## src/rtl/phase_sequencer.sv

```systemverilog
// -----------------------------------------------------------------------------
// phase_sequencer
//
// Produces the 3-bit instruction phase for the processor control unit and owns
// the CPU run/stop behaviour. The raw exec push-button is synchronised and
// debounced; each debounced press either starts execution from idle or asks
// the running CPU to stop at the next instruction boundary.
//
// Ports
//   clk          system clock, all state on the rising edge
//   rst          asynchronous active-low reset
//   exec         raw push-button, active high, asynchronous to clk
//   step_mode    level, 1 = stop after every instruction
//   stop_flag    HLT request from the control unit, looked at only in phase 5
//   phase        0 = idle, 1..5 = instruction phases (registered)
//   running      registered copy of (phase != 0)
//   halted       sticky, set when the last stop came from stop_flag
//   instr_done   high during the phase-5 cycle of every instruction
//   instr_count  completed instruction count, wraps at 16 bits
// -----------------------------------------------------------------------------
module phase_sequencer #(
    parameter int DEBOUNCE_CYCLES = 16
) (
    input  logic        clk,
    input  logic        rst,
    input  logic        exec,
    input  logic        step_mode,
    input  logic        stop_flag,
    output logic [2:0]  phase,
    output logic        running,
    output logic        halted,
    output logic        instr_done,
    output logic [15:0] instr_count
);

    localparam int DC_W = (DEBOUNCE_CYCLES > 1) ? $clog2(DEBOUNCE_CYCLES) : 1;
    localparam logic [DC_W-1:0] DC_LAST = DC_W'(DEBOUNCE_CYCLES - 1);

    typedef enum logic [0:0] {
        ST_IDLE = 1'b0,
        ST_RUN  = 1'b1
    } state_e;

    // Input conditioning state
    logic            s1_q;
    logic            s_q;
    logic            db_q, db_d;
    logic            db_dly_q;
    logic [DC_W-1:0] dc_q, dc_d;

    // Sequencer state
    state_e          state_q, state_d;
    logic [2:0]      phase_q, phase_d;
    logic            running_q, running_d;
    logic            halted_q, halted_d;
    logic            instr_done_q, instr_done_d;
    logic [15:0]     count_q, count_d;
    logic            stop_req_q, stop_req_d;

    logic            exec_pulse_s;
    logic            stop_now_s;

    // A press is the rising edge of the debounced level; release makes no pulse.
    assign exec_pulse_s = db_q & ~db_dly_q;

    // Any of these ends execution at the phase-5 boundary.
    assign stop_now_s = stop_flag | step_mode | stop_req_q | exec_pulse_s;

    // Debounce counter: the level only follows s after it has disagreed with
    // db for DEBOUNCE_CYCLES consecutive cycles; any agreement restarts it.
    always_comb begin
        db_d = db_q;
        dc_d = dc_q;
        if (s_q == db_q) begin
            dc_d = '0;
        end else if (dc_q == DC_LAST) begin
            db_d = s_q;
            dc_d = '0;
        end else begin
            dc_d = dc_q + DC_W'(1);
        end
    end

    // Synchroniser, debounced level and its one-cycle delayed copy.
    always_ff @(posedge clk or negedge rst) begin
        if (!rst) begin
            s1_q     <= 1'b0;
            s_q      <= 1'b0;
            db_q     <= 1'b0;
            db_dly_q <= 1'b0;
            dc_q     <= '0;
        end else begin
            s1_q     <= exec;
            s_q      <= s1_q;
            db_q     <= db_d;
            db_dly_q <= db_q;
            dc_q     <= dc_d;
        end
    end

    // Next-state and next-output logic of the run/stop sequencer.
    always_comb begin
        state_d    = state_q;
        phase_d    = phase_q;
        halted_d   = halted_q;
        count_d    = count_q;
        stop_req_d = stop_req_q;

        case (state_q)
            ST_IDLE: begin
                if (exec_pulse_s) begin
                    state_d    = ST_RUN;
                    phase_d    = 3'd1;
                    halted_d   = 1'b0;
                    stop_req_d = 1'b0;
                end else begin
                    phase_d    = 3'd0;
                end
            end
            ST_RUN: begin
                case (phase_q)
                    3'd1, 3'd2, 3'd3, 3'd4: begin
                        // A press mid-instruction is remembered, never aborts.
                        phase_d = phase_q + 3'd1;
                        if (exec_pulse_s) begin
                            stop_req_d = 1'b1;
                        end else begin
                            stop_req_d = stop_req_q;
                        end
                    end
                    3'd5: begin
                        count_d = count_q + 16'd1;
                        if (stop_now_s) begin
                            state_d    = ST_IDLE;
                            phase_d    = 3'd0;
                            stop_req_d = 1'b0;
                            halted_d   = halted_q | stop_flag;
                        end else begin
                            phase_d    = 3'd1;
                        end
                    end
                    default: begin
                        // Phases 0, 6 and 7 cannot occur while running; recover to idle.
                        state_d    = ST_IDLE;
                        phase_d    = 3'd0;
                        stop_req_d = 1'b0;
                    end
                endcase
            end
            default: begin
                state_d    = ST_IDLE;
                phase_d    = 3'd0;
                stop_req_d = 1'b0;
            end
        endcase

        // Flags are derived from the next phase so they register alongside it.
        running_d    = (phase_d != 3'd0);
        instr_done_d = (phase_d == 3'd5);
    end

    // Sequencer state and registered outputs.
    always_ff @(posedge clk or negedge rst) begin
        if (!rst) begin
            state_q      <= ST_IDLE;
            phase_q      <= 3'd0;
            running_q    <= 1'b0;
            halted_q     <= 1'b0;
            instr_done_q <= 1'b0;
            count_q      <= 16'd0;
            stop_req_q   <= 1'b0;
        end else begin
            state_q      <= state_d;
            phase_q      <= phase_d;
            running_q    <= running_d;
            halted_q     <= halted_d;
            instr_done_q <= instr_done_d;
            count_q      <= count_d;
            stop_req_q   <= stop_req_d;
        end
    end

    assign phase       = phase_q;
    assign running     = running_q;
    assign halted      = halted_q;
    assign instr_done  = instr_done_q;
    assign instr_count = count_q;

endmodule

```

## config.mk

```make
export PLATFORM = sky130hd
export DESIGN_NAME = phase_sequencer
export DESIGN_NICKNAME = d
export VERILOG_FILES = /design/src/rtl/phase_sequencer.sv
export SDC_FILE = /design/constraint.sdc
export NUM_CORES = 1
export LEC_CHECK = 0
export CAP_MARGIN = 0
export CORE_MARGIN = 5
export CORE_UTILIZATION = 30
export CTS_BUF_LIST = sky130_fd_sc_hd__clkbuf_2
export CTS_CLUSTER_DIAMETER = 80
export CTS_CLUSTER_SIZE = 28
export DETAILED_ROUTE_END_ITERATION = 12
export GPL_TIMING_DRIVEN = 0
export PLACE_DENSITY = 0.47
export SLEW_MARGIN = 15
export SYNTH_ARGS = -nofsm -noshare
export SYNTH_HDL_FRONTEND = slang
export SYNTH_SLANG_ARGS = --single-unit
```

## constraint.sdc

```tcl
create_clock -name clk -period 2.3 [get_ports clk]
set_clock_uncertainty 0.05 [all_clocks]
set_input_delay 0.46 -clock clk [delete_from_list [all_inputs] [get_ports clk]]
set_output_delay 0.46 -clock clk [all_outputs]
set_load 0.02 [all_outputs]
```

# ---- Word-level counts from Yosys, hierarchy flattened
# Cells that the tools add are included.
# W data, S select, Z words.
dict set report word_totals {
  reg_bits 32
  word_cells 60
  out_inout_bits 22
  in_bits 5
}
dict set report classes {
  n_addsub 3
  reduce_logical 6
  n_mux 18
  n_eq_ne 13
  n_bitwise 8
}
# cell count
set op_table {}
lappend op_table {{$add A16 B1 Y16 const B} 1}
lappend op_table {{$pmux W3 S2} 2}
lappend op_table {{$pmux W1 S2} 5}
lappend op_table {{$eq A3 B3 Y1 const B} 3}
lappend op_table {{$mux W1} 9}
lappend op_table {{$mux W4} 2}
lappend op_table {{$eq A3 B2 Y1 const B} 2}
lappend op_table {{$ne A3 B3 Y1 const B} 2}
lappend op_table {{$reduce_and A3 Y1} 2}
lappend op_table {{$add A4 B1 Y4 const B} 1}
lappend op_table {{$eq A4 B4 Y1 const B} 1}
lappend op_table {{$ne A2 B1 Y1 const B} 2}
lappend op_table {{$or A1 B1 Y1} 4}
lappend op_table {{$reduce_and A2 Y1} 2}
lappend op_table {{$reduce_or A4 Y1} 1}
lappend op_table {{$add A3 B1 Y3 const B} 1}
lappend op_table {{$eq A3 B1 Y1 const B} 1}
lappend op_table {{$not A1 Y1} 3}
lappend op_table {{$reduce_bool A3 Y1} 1}
lappend op_table {{$ne A2 B2 Y1 const B} 1}
lappend op_table {{$and A1 B1 Y1} 1}
lappend op_table {{$eq A1 B1 Y1} 1}

# ---- Logic depth before layout (Yosys ltp)
dict set report depth {
  depth_word 7
  depth_mapped 8
  mapped_depth_nobuf 6
}

# ---- Least setup slack after synthesis
# No wires, ideal clock.
dict set report synth_path {
  path_kind {register to register}
  from {register phase_q[1], in the netlist phase[1]}
  to {register count_q[9], in the netlist instr_count[9]}
  period_less_slack_ns 1.799
  arrival_ns 1.617
  n_path_buf 2
  required_ns 2.118
  path_slack_ns 0.501
  stages_incl_launch_ff 9
  setup_time_ns 0.132
  path_cell_list {dfrtp_1 -> inv_1 -> ha_1 -> and3_1 -> buf_6 -> and3_1 -> buf_6 -> nor3b_2 -> xor2_1}
}
dict set report synth_via {
  elab_chain_len 2
}
# item line
set synth_lines {}
lappend synth_lines {{from (decl)} 53} ;# logic [2:0] phase_q, phase_d;
lappend synth_lines {{from (signal assigned)} 174} ;# phase_q <= phase_d;
lappend synth_lines {{$eq A3 B3 Y1} 121} ;# case (phase_q)
lappend synth_lines {{$reduce_and A2 Y1 (no source line)} n/a}
lappend synth_lines {{to (signal assigned)} 178} ;# count_q <= count_d;
lappend synth_lines {{to (decl)} 57} ;# logic [15:0] count_q, count_d;
# Every way passes these cells.
# A chain may end at the register's enable or synchronous reset.

# ---- Worst setup path in the final report
dict set report layout_path {
  from {register count_q[2], in the netlist instr_count[2]}
  to {output instr_count[2]}
}
# item line
set layout_rtl {}
lappend layout_rtl {{to (decl)} 33} ;# output logic [15:0] instr_count
# No word-level cell between the ends.

==> results.txt <==
- Pre-CTS setup slack: 0.540 ns
* Die Span X: 78.9 um
- Of the cells placed in the final design, the portion with a size suffix greater than 1 is 0.118.
* Clock root buffer: sky130_fd_sc_hd__clkbuf_2
* Net total in the final layout: 164
- Minimum setup slack in the final design: 0.270 ns
- The first global-routing pass estimated 4.70 mm of wire.
- Yosys mapped the design onto 27 distinct sky130hd cell types.
* Die span in y: 78.9 um
- Worst path required time: 1.79 ns
- Non-filler cells, final: 207
- Maximum number of pins on one net before global-route repair: 33
- For this design, the CTS-stage hold fixing added 0 buffers.
- Total gr overflow: 0
* Drt wl/cell: 12.9 um
- Of the synthesized area, sequential elements account for 0.562.
- Worst min-delay path category: in2async
* Via Count: 965
- DRC violation count after routing: 0
- Worst Tran Pin Value: 0.726 ns
- Leaving out fill and tap cells, the most frequent cell in the layout is sky130_fd_sc_hd__dfrtp_1.
- Averaged over all synthesized cells, the footprint is 11.9 sq um.
* Worst ir drop on vdd: 179 uV
- For this configuration, the core starts out at a cell density of 0.306.
* Result of the run: completed
* Buffer count from post-CTS setup fixing: 0
- For this run, the number of Yosys warnings is 0.
* Total die area: 6230 sq um
- Critical path buffers and inverters: 1
- Routability-driven placement finished with a final weighted congestion of 0.831.
- Crit end category: output port
* CP peak stage delay: 0.66 ns
- The cell area that synthesis handed to floorplanning was 1430 sq um.
- Relative to the synthesized area, the layout overhead comes to 25.1%.
* Buffers on Ports: 26
- Measured against its own limit, the worst slew margin works out to 0.516.
* Mapped Cells: 120
- The clock net in this run drives a total of 32 sinks.
- Placed Cells: 200
- In this run, post-CTS repair resized a total of 0 instances.
- In this run the cell area measured after placement is 1750 sq um.
* Number of vias per cell after detailed routing: 4.66
- Setup repair after global routing missed its margin: no
- The via count of the first global-routing pass was 1013.
- Total power draw: 0.865 mW
- Summing all non-filler instances in the final layout gives an area of 1780 sq um.
* CP delay by family, top: buffers and inverters
- Max Cap Viol: 0
- For this block, the routed nets add up to 2.67 mm of wire.
- The count of final hold-check violations came to 0.
- Post-Syn Nets: 131
- Router iterations before antenna repair: 4
- Subtracting the final worst setup slack from the clock period gives 2.03 ns.
- In this run the standard cell core region covers 4660 sq um.
- Number of diodes added for antenna fixing: 0
- Insertion delay of the later-clocked pin in the worst-skew pair: 0.36 ns
* Startpoint type of the worst setup path: flop
- Layout filler cell count: 456
* Initial antenna violation count: 0
* Number of antenna-violating nets in the routed design: 0
- Setup total negative slack on the finished layout was measured at 0 ns.
* Standard-cell rows: 25
- In the global route stage, overall resource usage came out at 0.0974.
- Final Setup Violations: 0
* Worst-path maximum fanout: 7
- Leakage component of the power: 0.779 nW
- Across all hold checks on the routed design, the worst slack comes to 0.0817 ns.
- CTS tree: built
* DPL Wire Length: 1.90 mm
- Clock-pin slew was measured on the worst setup and hold paths at 0.17 ns.
- The worst setup path is of the reg2out kind.
- The slowest stage of the critical path is the sky130_fd_sc_hd__clkdlybuf4s50_1 cell.
- Flip-flop count of the largest register, all copies and words added: 16
* P per Cell Area: 485 nW/um^2
* Timing-limited maximum frequency: 0.493 GHz
- In this run the deepest clock path goes through 2 buffers.
* Number of CTS-inserted buffers: 5
- Arrival time at the worst endpoint: 1.52 ns
* Number of pins with negative max-slew slack in the final report: 0
- Final clock period utilization by the worst path: 0.883
* # IOs: 27
- Flip-flop and latch count after synthesis: 32
* Starting DRT DRC Count: 37
- In the layout the commonest cells are 32 x sky130_fd_sc_hd__dfrtp_1, 25 x sky130_fd_sc_hd__clkdlybuf4s50_1, 13 x sky130_fd_sc_hd__xnor2_1.
* Final design utilization: 0.383
* Cell-by-cell listing of the critical path: clkdlybuf4s50_1
- The H-tree was split into 2 levels.
final timing paths:
path	start	endpoint	slack, ns	cells past startpoint
max	instr_count[2]	instr_count[2]	0.27	1
min	rst	instr_count[14]	0.08	1
max reg2reg	phase[0]	instr_count[9]	0.51	7
min reg2reg	s1_q	s_q	0.32	0
max in group asynchronous	rst	db_dly_q	1.65	1
min in group clk	s1_q	s_q	0.32	0
cell type report:
type	instances	area (sq um)	share of cell area
Inverter	9	33.8	0.0189
Buffer	2	22.5	0.0126
Timing Repair Buffer	26	255	0.143
Tap cell	54	67.6	0.0379
Multi-Input combinational cell	77	568	0.319
Sequential cell	32	801	0.449
Clock buffer	6	30.0	0.0168
Clock inverter	1	5.00	0.00281
synthesized netlist by cell type:
| master | instances | area [sq um] |
|---|---|---|
| sky130_fd_sc_hd__xnor2_1 | 13 | 114 |
| sky130_fd_sc_hd__nor3b_1 | 1 | 7.51 |
| sky130_fd_sc_hd__nor2b_1 | 2 | 12.5 |
| sky130_fd_sc_hd__nand2_1 | 6 | 22.5 |
| sky130_fd_sc_hd__nand3_2 | 1 | 10.0 |
| sky130_fd_sc_hd__nor3b_2 | 2 | 25.0 |
| sky130_fd_sc_hd__dfrtp_1 | 32 | 801 |
| sky130_fd_sc_hd__xor2_1 | 4 | 35.0 |
| sky130_fd_sc_hd__nand3_1 | 4 | 20.0 |
| sky130_fd_sc_hd__o21ai_0 | 3 | 15.0 |
| sky130_fd_sc_hd__nor4_2 | 2 | 25.0 |
| sky130_fd_sc_hd__a2111oi_2 | 1 | 15.0 |
| sky130_fd_sc_hd__and4_1 | 1 | 8.76 |
| sky130_fd_sc_hd__nor3_1 | 1 | 5.00 |
| sky130_fd_sc_hd__a31oi_1 | 1 | 6.26 |
| sky130_fd_sc_hd__inv_1 | 9 | 33.8 |
| sky130_fd_sc_hd__nand4_1 | 5 | 31.3 |
| sky130_fd_sc_hd__a21oi_1 | 6 | 30.0 |
| sky130_fd_sc_hd__and3_1 | 4 | 25.0 |
| sky130_fd_sc_hd__and2b_1 | 1 | 7.51 |
| sky130_fd_sc_hd__o21a_1 | 1 | 7.51 |
| sky130_fd_sc_hd__nor4_1 | 2 | 12.5 |
| sky130_fd_sc_hd__buf_6 | 2 | 22.5 |
| sky130_fd_sc_hd__ha_1 | 6 | 75.1 |
| sky130_fd_sc_hd__nor2_1 | 7 | 26.3 |
| sky130_fd_sc_hd__mux2_2 | 2 | 22.5 |
| sky130_fd_sc_hd__nand4b_1 | 1 | 8.76 |
layer usage:
layer  vias to the layer above  wire length (um)  track usage  part of all wire
met5                         -                 0            0                 0
li1                        476                 -            -                 -
met1                       458              1240        0.122              0.47
met4                         0                47       0.0412             0.018
met2                        25              1190        0.146              0.45
met3                         6               184       0.0431             0.069
cells by family (layout without fill, tap and decap cells):
family | count (synthesis) | after routing | synth area share
AOI/OAI and AO/OA | 12 | 12 | 0.0518
xor gates and xnor gates | 17 | 17 | 0.104
adders and majority gates | 6 | 6 | 0.0527
buffers and inverters | 11 | 44 | 0.0395
DFF | 32 | 32 | 0.562
muxes | 2 | 2 | 0.0158
and+or+nand+nor | 40 | 40 | 0.174
power by group:
group,switching [mW],total (mW),internal (mW)
Combinational,0.0188,0.0319,0.0131
Sequential,0.00560,0.576,0.570
Clock,0.185,0.257,0.0727
Total,0.209,0.865,0.656
No activity file was read; power rests on OpenSTA's default activity.
